==> src/rtl/uart_tx_arbiter.sv <==
// Round-robin arbiter sharing one uart_tx among NUM_REQ byte producers.
// Grants one byte per frame and recovers the channel with a watchdog if done never arrives.
module uart_tx_arbiter #(
   parameter int unsigned NUM_REQ     = 4,
   parameter int unsigned TIMEOUT_CYC = 16384
) (
   input  logic                          clk,
   input  logic                          rst,
   input  logic [NUM_REQ-1:0]            req_valid,
   input  logic [8*NUM_REQ-1:0]          req_data,
   output logic [NUM_REQ-1:0]            req_ready,
   output logic                          tx_start,
   output logic [7:0]                    tx_data,
   input  logic                          tx_busy,
   input  logic                          tx_done,
   output logic [$clog2(NUM_REQ)-1:0]    grant_id,
   output logic                          active,
   output logic                          timeout_err
);

   localparam int unsigned ID_W = $clog2(NUM_REQ);
   localparam int unsigned WD_W = $clog2(TIMEOUT_CYC);
   localparam logic [WD_W-1:0] WD_LAST = WD_W'(TIMEOUT_CYC - 1);
   localparam logic [ID_W-1:0] ID_LAST = ID_W'(NUM_REQ - 1);

   typedef enum logic [1:0] {
      IDLE      = 2'd0,
      LAUNCH    = 2'd1,
      WAIT_DONE = 2'd2
   } state_t;

   state_t              state, state_nxt;
   logic [ID_W-1:0]     last_grant, last_grant_nxt;
   logic [WD_W-1:0]     wdog, wdog_nxt;
   logic [NUM_REQ-1:0]  req_ready_nxt;
   logic                tx_start_nxt;
   logic [7:0]          tx_data_nxt;
   logic [ID_W-1:0]     grant_id_nxt;
   logic                active_nxt;
   logic                timeout_err_nxt;

   logic                win_found;
   logic [ID_W-1:0]     win_id;
   logic [7:0]          win_byte;

   // Round-robin search: first valid requester after last_grant, wrapping.
   always_comb begin
      win_found = 1'b0;
      win_id    = '0;
      for (int unsigned k = 1; k <= NUM_REQ; k++) begin
         logic [ID_W-1:0] cand;
         cand = ID_W'((32'(last_grant) + k) % NUM_REQ);
         if (!win_found && req_valid[cand]) begin
            win_found = 1'b1;
            win_id    = cand;
         end
      end
   end

   assign win_byte = req_data[32'(win_id)*8 +: 8];

   // State and registered outputs.
   always_ff @(posedge clk or posedge rst) begin
      if (rst) begin
         state       <= IDLE;
         last_grant  <= ID_LAST;
         wdog        <= '0;
         req_ready   <= '0;
         tx_start    <= 1'b0;
         tx_data     <= 8'h00;
         grant_id    <= '0;
         active      <= 1'b0;
         timeout_err <= 1'b0;
      end else begin
         state       <= state_nxt;
         last_grant  <= last_grant_nxt;
         wdog        <= wdog_nxt;
         req_ready   <= req_ready_nxt;
         tx_start    <= tx_start_nxt;
         tx_data     <= tx_data_nxt;
         grant_id    <= grant_id_nxt;
         active      <= active_nxt;
         timeout_err <= timeout_err_nxt;
      end
   end

   // Next-state and next-output decode.
   always_comb begin
      state_nxt       = state;
      last_grant_nxt  = last_grant;
      wdog_nxt        = wdog;
      req_ready_nxt   = '0;
      tx_start_nxt    = 1'b0;
      tx_data_nxt     = tx_data;
      grant_id_nxt    = grant_id;
      active_nxt      = active;
      timeout_err_nxt = timeout_err;

      unique case (state)
         IDLE: begin
            if (win_found && !tx_busy) begin
               tx_data_nxt            = win_byte;
               grant_id_nxt           = win_id;
               last_grant_nxt         = win_id;
               active_nxt             = 1'b1;
               req_ready_nxt[win_id]  = 1'b1;
               tx_start_nxt           = 1'b1;
               state_nxt              = LAUNCH;
            end
         end

         // tx_done here cannot belong to this byte yet, so it is ignored.
         LAUNCH: begin
            wdog_nxt  = '0;
            state_nxt = WAIT_DONE;
         end

         // A done arriving with watchdog expiry still counts as success.
         WAIT_DONE: begin
            wdog_nxt = wdog + WD_W'(1);
            if (tx_done) begin
               active_nxt = 1'b0;
               state_nxt  = IDLE;
            end else if (wdog == WD_LAST) begin
               timeout_err_nxt = 1'b1;
               active_nxt      = 1'b0;
               state_nxt       = IDLE;
            end
         end

         default: state_nxt = IDLE;
      endcase
   end

endmodule

==> config.mk <==
export PLATFORM = sky130hd
export DESIGN_NAME = uart_tx_arbiter
export DESIGN_NICKNAME = d
export VERILOG_FILES = /design/src/rtl/uart_tx_arbiter.sv
export SDC_FILE = /design/constraint.sdc
export NUM_CORES = 1
export LEC_CHECK = 0
export ABC_AREA = 1
export BUFFER_PORTS_ARGS = -buffer_cell sky130_fd_sc_hd__buf_2
export CORE_AREA = 3 3 84 54
export DETAILED_ROUTE_END_ITERATION = 12
export DIE_AREA = 0 0 87 57
export HOLD_SLACK_MARGIN = 0.06
export PLACE_DENSITY = 0.94
export SLEW_MARGIN = 10
export SYNTH_ARGS = -nofsm -noshare
export SYNTH_HDL_FRONTEND = slang
export SYNTH_SLANG_ARGS = --single-unit
export TNS_END_PERCENT = 1
==> constraint.sdc <==
create_clock -name clk -period 4.74 [get_ports clk]
set_input_delay 0.948 -clock clk [delete_from_list [all_inputs] [get_ports clk]]
set_output_delay 0.948 -clock clk [all_outputs]
set_load 0.1 [all_outputs]
* After elaboration in Yosys (flattened, before gate mapping) *
Cells that the tools add are included.
W data, S select, Z words.

word-level totals
  output and inout port bits = 17
  latch bits = 0
  memory bits (writable) = 0
  memories = 0
  register bits after elaboration = 35
  bits of input ports = 40
  memory bits (read-only) = 0

operators by class
  equal/unequal tests = 5
  $lt $le $gt $ge = 6
  reductions and logical operators = 16
  multiply operators = 0
  muxes and demuxes = 31
  bitwise gates (word level) = 1
  divide/modulo/power cells = 0
  shift-type cells = 1
  add/sub/neg operators = 5

operators by type and width
  operator                 count
  $shiftx A32 B6 Y8        1
  $pmux W14 S2             1
  $lt A2 B3 Y1 const B     5
  $add A14 B1 Y14 const B  1
  $eq A14 B14 Y1 const B   1
  $mux W1                  14
  $mux W2                  7
  $bmux W1 S2              4
  $mux W4                  2
  $pmux W2 S3              1
  $reduce_and A3 Y1        2
  $logic_and A1 B1 Y1      5
  $add A2 B1 Y2 const B    2
  $add A2 B2 Y2 const B    2
  $logic_not A1 Y1         4
  $reduce_and A2 Y1        2
  $reduce_bool A2 Y1       2
  $ne A3 B3 Y1 const B     1
  $demux W1 S2             1
  $eq A2 B1 Y1 const B     1
  $eq A2 B2 Y1 const B     1
  $ge A2 B1 Y1 const B     1
  $logic_not A2 Y1         1
  $ne A2 B2 Y1 const B     1
  other kinds (2)          2

* Depth between registers and ports, before layout *
  depth in word-level cells = 19
  mapped depth = 17
  gate-level depth less buffers = 15

* Worst setup path after synthesis *
No wires, ideal clock.

  path type = input-to-reg
  start point = in req_valid[3]
  end point = reg tx_data[0]
  path buffers = 1
  stages on the path = 15
  setup slack = 2.606 ns
  setup time = 0.120 ns
  data required time = 4.620 ns
  arrival time = 2.014 ns
  cells stage by stage = nand2_1 -> nand2_1 -> nand2_1 -> nand2_1 -> nor2_4 -> nand3_2 -> nand2_4 -> nand2_4 -> buf_6 -> nand2_1 -> nand2_1 -> nand2_1 -> nand2_1 -> nand2_1 -> nand2_1

on the way
  word-level cells in the longest chain between the ends = 14
  elaborated cells between the ends (all ways) = 25
  classes of those cells = shift: 1; mux: 16; reduce/logical: 8

ends and longest elaborated chain
  item                                                                  RTL line  source
  from (decl)                                                           9         input logic [NUM_REQ-1:0] req_valid,
  parallel branches: the longest is 14 deep, another holds $bmux W1 S2  n/a
  to (signal assigned)                                                  80        tx_data <= tx_data_nxt;
  to (decl)                                                             13        output logic [7:0] tx_data,

Several ways; the timed one is not identified. The select of a mux whose other input is x is not followed.
A chain may end at the register's enable or synchronous reset.

* Worst setup path in the final report *
  start point = in req_valid[2]
  end point = reg tx_data[5]

The elaborated chain is that of the path after synthesis.

==> impl_metrics.py <==
metrics = {
    "outcome": {
        "run_status": "finished clean",
    },
    "timing": {
        "rsz0062_at_grt": "no",
        "drv_slew": 0,
        "skew_ns": 0.004328,
        "finalCritPeriodShare": 0.5145,
        "tightest_slew_ns": 0.6363,
        "fmax_mhz": 410.0,
        "setup_viol": 0,
        "finalHoldViolations": 0,
        "setup_slack_ns": 2.301,
        "fin_crit_ns": 2.439,
        "slew_headroom": 0.5754,
        "fin_tns_setup_ns": 0,
    },
    "grt": {
        "antenna_found_initial": 0,
        "grt_pass1_vias": 1955,
        "grt_max_degree": 36,
        "grt_first_pass_wirelength_mm": 8.473,
        "grt_remaining_overflow": 0,
        "grt_usage": 0.2157,
    },
    "cts": {
        "holdBufCountCts": 0,
        "post_cts_resized": 0,
        "clock_sinks": 35,
        "clock_latency_ns": 0.29,
        "path_clk_slew_ns": 0.07,
        "root_buffer": "clkbuf_8",
        "cts_setup_buffers": 0,
        "ctsHtreeMaxLevel": 2,
        "numCtsBuffers": 5,
        "cts_buffer_depth": 2,
        "cts_tree": "built",
    },
    "floorplanning": {
        "design.core.area_mm2": 0.003722,
        "die_y_um": 57,
        "io_pins": 57,
        "dieArea_mm2": 0.004959,
        "start_util": 0.5647,
        "rows": 17,
        "die_w_um": 87,
    },
    "worst_hold_path": {
        "hp-start": "tx_data[1]",
        "min_path_cells": 2,
        "hold_end": "tx_data[1]",
        "min_path_type": "reg -> reg",
    },
    "worst_setup_path": {
        "cpMostUsedCell": "nand2_1",
        "critPathCaptureType": "register",
        "crit_arrival_ns": 2.62,
        "start_kind": "primary input",
        "r2r-end": "tx_data[5]",
        "worstRegToRegCells": 15,
        "crit_chain": "buf_2 -> nand2_1 -> nand2_1 -> nand2_1 -> nand2_2 -> nor2_4 -> nand3_1 -> nand2_1 -> inv_1 -> nand2_1 -> inv_1 -> nand2_1 -> nand2_1 -> nand2_1 -> nand2_1",
        "crit_required_ns": 4.92,
        "timing.critical_path.from": "req_valid[2]",
        "cp_max_fo": 12,
        "cp_num_buf_inv": 3,
        "critical_path.max_stage_delay_ns": 0.32,
        "reg2reg_slack_ns": 2.38,
        "critPathSlowestCell": "nand2_1",
        "rr_startpoint": "last_grant[0]",
        "critPathKind": "in -> reg",
        "cpLargestDelayFamily": "simple AND/OR/NAND/NOR gates",
    },
    "route": {
        "wl_met2_mm": 2.287,
        "final_antenna_net_count": 0,
        "wl_met1_mm": 2.295,
        "drtPass1Iterations": 5,
        "avgRoutedWirePerCell_um": 12.17,
        "dr_wl_met3_um": 300,
        "vias": 2121,
        "highest_layer": "met4",
        "wl_mm": 4.964,
        "viasPerCell": 5.199,
        "first_iter_violations": 163,
        "drc": 0,
    },
    "synth": {
        "syn_nets": 348,
        "ys_ff_latch": 35,
        "synth_warnings": 0,
        "synth-seq-area-share": 0.4179,
        "synth_cells": 303,
        "async_flop_share": 1.000,
        "synth_top_cell_by_area": "dfrtp_1",
        "synth_top_area_share": 0.3929,
        "yosys-top-cells-area": "dfrtp_1 (39%), nand2_1 (23%), nand3_1 (6.2%)",
        "yosys.cell_count.top_type": "nand2_1",
        "synth_edf_count": 0,
        "ys_types": 29,
        "synth_area_mm2": 0.002102,
        "synthFlopType": "dfrtp_1",
        "synth_top_cells_by_count": "nand2_1 (130), dfrtp_1 (33), inv_1 (29)",
        "syn_area_per_cell_um2": 6.937,
    },
    "placement": {
        "dp_slack_ns": 2.044,
        "dp_cells": 400,
        "gp_congestion": 0.8598,
        "port_buffers": 56,
        "hpwl_mm": 3.743,
    },
    "layout": {
        "final_cells": 408,
        "nFillCells": 285,
        "drive_gt1_frac": 0.2216,
        "syn_to_final_growth_pct": 19.88,
        "layout.nets": 405,
        "diodes": 0,
    },
    "flow_run": {
        "max_cap_viol_count": 0,
    },
}
how the worst max path moves through the flow:
stage	to	slack (ns)	depth (start not counted)
floorplan	tx_data[0]	2.61	15
global placement	req_ready[1]	2.13	9
detailed placement	req_ready[1]	2.04	11
CTS	tx_data[5]	2.32	15
global route	req_ready[1]	2.06	11
finish	tx_data[5]	2.30	15
metal layers:
metal | vias to the layer above | track usage
met5 | - | 0
met4 | 0 | 0.08444
met3 | 9 | 0.06061
met2 | 63 | 0.3319
met1 | 978 | 0.2895
li1 | 1071 | -
cells by family after synthesis:
kind of cell	share of synthesized area
and+or+nand+nor	0.3988
DFF	0.4179
buffers and inverters	0.07916
AOI/OAI and AO/OA	0.07441
adders and majority gates	0.02976
sequential cells by signal (all words and copies together), names as in the netlist:
name / count
req_ready: 4
tx_data: 8
active: 1
last_grant: 2
timeout_err: 1
wdog: 14
state: 2
tx_start: 1
grant_id: 2
through the flow:
step	hold slack, ns	utilization	cell area [µm²]
floorplan	0.4558	-	2102
global placement	0.4607	0.6454	2402
detailed placement	0.4641	0.6454	2402
CTS	0.4888	0.6770	2520
global route	0.5069	0.6770	2520
finish	0.4899	0.6770	2520
layout make-up:
cell class	instances	area (µm²)	area share
multi-input cells	229	1057	0.4196
flip-flops and latches	35	878.3	0.3486
repair buffers	57	287.8	0.1142
inverters	32	120.1	0.04767
clock buffers	6	82.58	0.03277
well taps	47	58.81	0.02334
clock inverters	2	35.03	0.01390
placed cells by master, fill, tap and decap left out, types with 2 or more instances in the layout:
| cell type | count |
|---|---|
| a21oi_1 | 17 |
| inv_2 | 3 |
| o21ai_0 | 6 |
| buf_2 | 56 |
| nand3_1 | 26 |
| o21ai_1 | 2 |
| nand2_4 | 2 |
| nand4_1 | 3 |
| nand2_2 | 4 |
| inv_1 | 29 |
| nor3_1 | 9 |
| dfstp_2 | 2 |
| nor2_1 | 14 |
| clkbuf_8 | 6 |
| nor4_1 | 2 |
| dfrtp_1 | 33 |
| ha_1 | 5 |
| nand2_1 | 130 |
tightest hold or removal path, delay by kind of cell, from the launching register on:
family / cells / cell delay (ns)
flops: 1 / 0.35
simple gates: 2 / 0.10
Power is left out: the tool's default activity adds up to more than one toggle a clock period on the data nets, which glitch-free logic cannot reach.
